File: config.mk
export PLATFORM = sky130hd
export DESIGN_NAME = soa_pipe
export DESIGN_NICKNAME = d
export VERILOG_FILES = /design/src/rtl/soa_pkg.sv /design/src/rtl/soa_lane.sv /design/src/rtl/soa_pipe.sv
export SDC_FILE = /design/constraint.sdc
export NUM_CORES = 1
export LEC_CHECK = 0
export BUFFER_PORTS_ARGS = -buffer_cell sky130_fd_sc_hd__buf_4
export CAP_MARGIN = 30
export CORE_UTILIZATION = 45
export DETAILED_ROUTE_END_ITERATION = 16
export GPL_TIMING_DRIVEN = 0
export PLACE_DENSITY = 0.74
export SYNTH_ARGS = -nofsm -noshare
export SYNTH_HDL_FRONTEND = slang
export SYNTH_SLANG_ARGS = --single-unit
File: constraint.sdc
create_clock -name clk -period 6.7 [get_ports clk]
set_clock_uncertainty 0.15 [all_clocks]
set_input_delay 1.34 -clock clk [delete_from_list [all_inputs] [get_ports clk]]
set_output_delay 1.34 -clock clk [all_outputs]
set_load 0.03 [all_outputs]
File: src/rtl/soa_pkg.sv
// Shared sizing helpers and arithmetic functions for the pipelined set-one adder.
package soa_pkg;

    function automatic int dw_of(input int log2_width);
        return log2_width + (2 ** log2_width) - 1;
    endfunction

    function automatic int kw_of(input int log2_width);
        return log2_width + 1;
    endfunction

    // Callers zero-extend their counter into 32 bits and pass the saturation ceiling.
    function automatic logic [31:0] sat_add(input logic [31:0] a, input logic [31:0] b,
                                            input logic [31:0] lim);
        logic [32:0] s;
        s = {1'b0, a} + {1'b0, b};
        return (s > {1'b0, lim}) ? lim : s[31:0];
    endfunction

    function automatic logic [31:0] popcount(input logic [31:0] flags);
        logic [31:0] n;
        n = '0;
        for (int i = 0; i < 32; i++) n = n + {31'b0, flags[i]};
        return n;
    endfunction

endpackage

File: src/rtl/soa_lane.sv
// One set-one adder lane: forces m LSBs to one and adds the upper bits with a carry-in.
module soa_lane
    import soa_pkg::*;
#(
    parameter int LOG2_WIDTH = 4,
    parameter int MSEL_W     = 4,
    localparam int WIDTH     = 2 ** LOG2_WIDTH,
    localparam int DW        = dw_of(LOG2_WIDTH),
    localparam int KW        = kw_of(LOG2_WIDTH)
) (
    input  logic [DW-1:0]     op1,
    input  logic [DW-1:0]     op2,
    input  logic [MSEL_W-1:0] m,
    input  logic              cin,
    output logic [WIDTH-2:0]  x,
    output logic [KW-1:0]     k,
    output logic              mismatch
);

    localparam int SW = DW + 1;

    logic [SW-1:0] a_ext;
    logic [SW-1:0] b_ext;
    logic [SW-1:0] exact;
    logic [SW-1:0] approx;
    logic [SW-1:0] low_mask;

    assign a_ext    = {1'b0, op1};
    assign b_ext    = {1'b0, op2};
    assign exact    = a_ext + b_ext;
    assign low_mask = ~({SW{1'b1}} << m);

    // cin is always 0 when m = 0, so this collapses to the exact sum.
    assign approx   = (((a_ext >> m) + (b_ext >> m) + SW'(cin)) << m) | low_mask;

    assign x        = approx[WIDTH-2:0];
    assign k        = approx[SW-1:WIDTH-1];
    assign mismatch = (approx != exact);

endmodule

File: src/rtl/soa_pipe.sv
// Two-stage, multi-lane set-one adder with valid/ready handshake and accuracy counters.
module soa_pipe
    import soa_pkg::*;
#(
    parameter int LOG2_WIDTH = 4,
    parameter int WIDTH      = 2 ** LOG2_WIDTH,
    parameter int LANES      = 2,
    parameter int M_MAX      = 8,
    parameter int MSEL_W     = 4,
    parameter int CNT_W      = 16,
    localparam int DW        = dw_of(LOG2_WIDTH),
    localparam int KW        = kw_of(LOG2_WIDTH)
) (
    input  logic                     clk,
    input  logic                     rst,
    input  logic                     in_valid,
    output logic                     in_ready,
    input  logic [LANES*DW-1:0]      op1,
    input  logic [LANES*DW-1:0]      op2,
    input  logic [MSEL_W-1:0]        m_sel,
    output logic                     out_valid,
    input  logic                     out_ready,
    output logic [LANES*(WIDTH-1)-1:0] x_out,
    output logic [LANES*KW-1:0]      k_out,
    input  logic                     clr_cnt,
    output logic [CNT_W-1:0]         txn_cnt,
    output logic [CNT_W-1:0]         err_cnt
);

    localparam logic [31:0] CNT_MAX = 32'((64'd1 << CNT_W) - 64'd1);

    logic                         s1_valid;
    logic [MSEL_W-1:0]            s1_m;
    logic [LANES*DW-1:0]          s1_op1;
    logic [LANES*DW-1:0]          s1_op2;
    logic [LANES-1:0]             s1_cin;

    logic                         s2_valid;
    logic [LANES*(WIDTH-1)-1:0]   s2_x;
    logic [LANES*KW-1:0]          s2_k;
    logic [LANES-1:0]             s2_mis;

    logic [MSEL_W-1:0]            m_eff;
    logic [LANES-1:0]             cin_d;
    logic [LANES*(WIDTH-1)-1:0]   lane_x;
    logic [LANES*KW-1:0]          lane_k;
    logic [LANES-1:0]             lane_mis;

    logic s2_load;
    logic accept;
    logic emit;

    assign s2_load  = !s2_valid || out_ready;
    assign in_ready = !s1_valid || s2_load;
    assign accept   = in_valid && in_ready;
    assign emit     = s2_valid && out_ready;

    assign out_valid = s2_valid;
    assign x_out     = s2_x;
    assign k_out     = s2_k;

    assign m_eff = (m_sel > MSEL_W'(M_MAX)) ? MSEL_W'(M_MAX) : m_sel;

    always_comb begin
        // NOTE: default first so every path assigns cin_d and no latch is inferred.
        cin_d = '0;
        for (int l = 0; l < LANES; l++) begin
            for (int j = 1; j <= M_MAX; j++) begin
                if (m_eff == MSEL_W'(j)) cin_d[l] = op1[l*DW + j - 1] & op2[l*DW + j - 1];
            end
        end
    end

    always_ff @(posedge clk) begin
        // NOTE: state registers use non-blocking assignments so all flops update together.
        if (rst)           s1_valid <= 1'b0;
        else if (in_ready) s1_valid <= in_valid;
    end

    // NOTE: stage-1 payload is not reset; s1_valid qualifies it, so reset adds nothing.
    always_ff @(posedge clk) begin
        if (accept) begin
            s1_m   <= m_eff;
            s1_op1 <= op1;
            s1_op2 <= op2;
            s1_cin <= cin_d;
        end
    end

    for (genvar l = 0; l < LANES; l++) begin : g_lane
        soa_lane #(
            .LOG2_WIDTH (LOG2_WIDTH),
            .MSEL_W     (MSEL_W)
        ) u_lane (
            .op1      (s1_op1[l*DW +: DW]),
            .op2      (s1_op2[l*DW +: DW]),
            .m        (s1_m),
            .cin      (s1_cin[l]),
            .x        (lane_x[l*(WIDTH-1) +: (WIDTH-1)]),
            .k        (lane_k[l*KW +: KW]),
            .mismatch (lane_mis[l])
        );
    end

    // Output data only moves when a new bundle replaces it, so it holds during a stall.
    always_ff @(posedge clk) begin
        if (rst) begin
            s2_valid <= 1'b0;
            s2_x     <= '0;
            s2_k     <= '0;
            s2_mis   <= '0;
        end else if (s2_load) begin
            s2_valid <= s1_valid;
            if (s1_valid) begin
                s2_x   <= lane_x;
                s2_k   <= lane_k;
                s2_mis <= lane_mis;
            end
        end
    end

    always_ff @(posedge clk) begin
        if (rst || clr_cnt) begin
            txn_cnt <= '0;
            err_cnt <= '0;
        end else if (emit) begin
            txn_cnt <= CNT_W'(sat_add(32'(txn_cnt), 32'(LANES), CNT_MAX));
            err_cnt <= CNT_W'(sat_add(32'(err_cnt), popcount(32'(s2_mis)), CNT_MAX));
        end
    end

endmodule
==> run metrics <==
worst-margin pin slew=1.12 ns; worst hold margin=0.305 ns; total number of vias=18200; final net count=2347; outcome=complete, but fails checks; Rel. slew slack=25.2%; Crit Path Max Fanout=10; maximum number of pins on one net before global-route repair=between 60 and 70; clk slew on worst S/H paths=0.07 ns; Skew-Pair Late Insertion Delay=0.47 ns; max-cap violations=0; share of layout cells above drive strength 1=19.6%; fillers=approximately 3200; synth-to-layout area growth=20.8%; 1st-pass router iterations=6; count leader, synth=nor2_1; top cell type's share of synthesized area=about 16%; gpl congestion=1.05; final WL=between 70 and 80 mm; WL per Instance=28.7 µm; ANT cells=0; Tmin final=6.77 ns; switching share of power=about 45%; mux cell area share after synthesis=7.16%; Netlist cell types=about 100; first-pass GRT wire length=between 100 and 150 mm; Syn Nets=2149; Post-synth EDFFs=just over 80; crit path DAT=6.94 ns; Finished Layout Cells=2639; mapped cell area=0.0156 mm²; io pins=about 160; dominant synthesized flop cell=edfxtp_1; multi-input combinational cell area=0.0114 mm²; DRT iter0 DRCs=2485; Final Cycle Share=101%; row count=between 60 and 70; number of CTS-inserted buffers=17; Min-Delay Path Class=reg2reg; Die X=188 µm; Post-Synth Adder-Cell Area=7.08%; drt drc=0; critical path's top delay family=compound AO/OA/AOI/OAI gates; Worst path slowest cell=clkdlybuf4s15_1; Cells after Synth=1980; crit-path cells=clkbuf_4 -> inv_2 -> buf_2 -> buf_2 -> clkdlybuf4s15_1 -> a31oi_2 -> nor2_1 -> a21oi_2 -> a21oi_1 -> ha_1 -> o211ai_1 -> buf_4 -> o21a_1 -> a21boi_4 -> o21a_1 -> o31ai_4 -> a222oi_1 -> buf_4 -> a211oi_1 -> a211oi_2 -> nand4b_1 -> nor4b_4 -> a21oi_1; final worst slack=-0.0660 ns; Yosys top cell by area=edfxtp_1; Final setup viols=1; Overflow after GRT=0; top post-synthesis cells by area=edfxtp_1, dfxtp_1, a21oi_1; Power Total=4450 µW; Worst Path Required=about 7 ns; Buf/Inv on CP=7; GRT Resource Usage Total=about two fifths; r2r setup slk=-0.07 ns; fin. max-slew vios=0; placed cells=2589; initial antenna violation count=1; Synth Register Bits=158; CP max stage delay=between 0.7 and 0.8 ns; Max VDD drop=approximately 210 µV; worst setup path class=reg2reg; number of routed nets with antenna violations=0; total clock sinks=158; failing checks=negative setup slack; fmax=148 MHz; Port Buf Inserts=156; Final Util=55.7%; H-tree depth=4; register area share after synthesis=25.6%; CP endpoint kind=register; compound-gate portion of the synthesized area=29.6%; Synth Area per Inst=7.87 µm²; power per cell area=236 mW/mm²; Final Hold Fails=0; hpwl dp=roughly 60 mm; most common library cells after synthesis=nor2_1, a21oi_1, nand2_1; core area=0.0338 mm²; Ys Warns=0; via-per-instance ratio=roughly 7; Seq pwr share=25.4%; Die Ht=188 µm; CP Launch Type=register; xor/xnor share of the synthesized area=3.88%; vias in the first global route=16700; initial core utilization=46.1%; ys async rst share=0%; internal power=approximately 2400 µW; Net Sw Power=roughly 2000 µW; register area=0.00398 mm²; Lkg Pwr=roughly 0.0073 µW; Post-Synth Simple-Gate Area=22.6%; CTS Buffer Depth=2; CTS tree=built; die area=~0.035 mm²; clock network power share=22.8%; largest family of logic cells by synthesized area=compound AO/OA/AOI/OAI gates; Gate power share=roughly 52%; Root Driver=clkbuf_16
[tightest hold or removal path: stages, from the launching register on]
cell     delay [ns]
dfxtp_1        0.31
nand2_1        0.05
a21oi_1        0.05
[routing by layer]
metal | vias up | share of wire (%) | GRT usage [%] | wire, µm
met5 | - | 0.015 | 0 | 11
met4 | 2 | 6.7 | 24.2 | 5060
met3 | 308 | 11 | 7.90 | 8460
met2 | 1338 | 42 | 62.3 | 31800
met1 | 8620 | 40 | 56.6 | 30300
li1 | 7922 | - | - | -
[what timing repair did]
action,CTS,global route
hold buffers,0,0
pin swaps,9,10
setup buffers,10,11
endpoints found under the setup margin,36,5
resized for setup,120,93
[placed cells by master (no fill, tap or decap), types with 34 or more instances in the layout]
master,synthesis,routed
a211oi_1,70,63
edfxtp_1,82,82
nor3_1,54,53
o21ai_0,95,91
clkbuf_1,89,53
nand2_1,192,192
nand3_1,58,58
a21oi_1,195,176
xnor2_1,49,49
buf_4,0,181
nor2_1,204,204
and3_1,40,40
dfxtp_1,76,76
ha_1,77,77
and2_1,35,34
mux2i_1,62,49
[cell families after synthesis]
group / Yosys count
AND/OR/NAND/NOR: 727
buffers and inverters: 163
multiplexers: 94
AO/OA/AOI/OAI: 685
adder cells (fa/ha/maj): 84
flip-flops: 158
XOR/XNOR: 69
[final cells by class]
type                    count  area share [%]
flip-flops and latches    158            21.2
repair buffers            182            7.38
clock buffers              20            2.66
plain buffers             124            3.79
well taps                 448            2.98
inverters                  36           0.744
multi-input cells        1659            60.7
clock inverters            12           0.552
[state kept, by name, indices dropped and copies added, names as in the netlist]
register,count
err_cnt,16
k_out,10
out_valid,1
s1_cin,2
s1_m,4
s1_op1,38
s1_op2,38
s1_valid,1
s2_mis,2
txn_cnt,16
x_out,30
[power groups by stage]
stage / Combinational (µW) / Clock, µW / Sequential (µW)
2_1_floorplan: 1270 / 0 / 1170
3_3_place_gp: 1990 / 0 / 1150
3_5_place_dp: 2000 / 0 / 1150
4_1_cts: 2100 / 1020 / 1130
5_1_grt: 2390 / 1060 / 1130
6_report: 2300 / 1020 / 1130
[final timing paths]
| path | startpoint | end | depth (start not counted) |
|---|---|---|---|
| hold / removal | x_out[21]$_SDFFE_PP0P_ | x_out[21]$_SDFFE_PP0P_ | 2 |
| setup reg to reg | s1_m[1]$_DFFE_PP_ | s2_mis[1]$_SDFFE_PP0P_ | 23 |
| hold reg to reg | x_out[21]$_SDFFE_PP0P_ | x_out[21]$_SDFFE_PP0P_ | 2 |
| setup / recovery | s1_m[1]$_DFFE_PP_ | s2_mis[1]$_SDFFE_PP0P_ | 23 |
[stage by stage]
step / cell area (µm²) / setup WS [ns] / TNS [ns]
after floorplan: 15600 / 1.08 / 0
after global placement: 17300 / -2.23 / -34.75
after detailed placement: 17400 / -2.13 / -33.78
after CTS: 18400 / 0.000651 / 0
after global routing: 18800 / -0.0257 / -0.0428
final: 18800 / -0.0660 / -0.0660
Power figures use the tool's default switching activity.
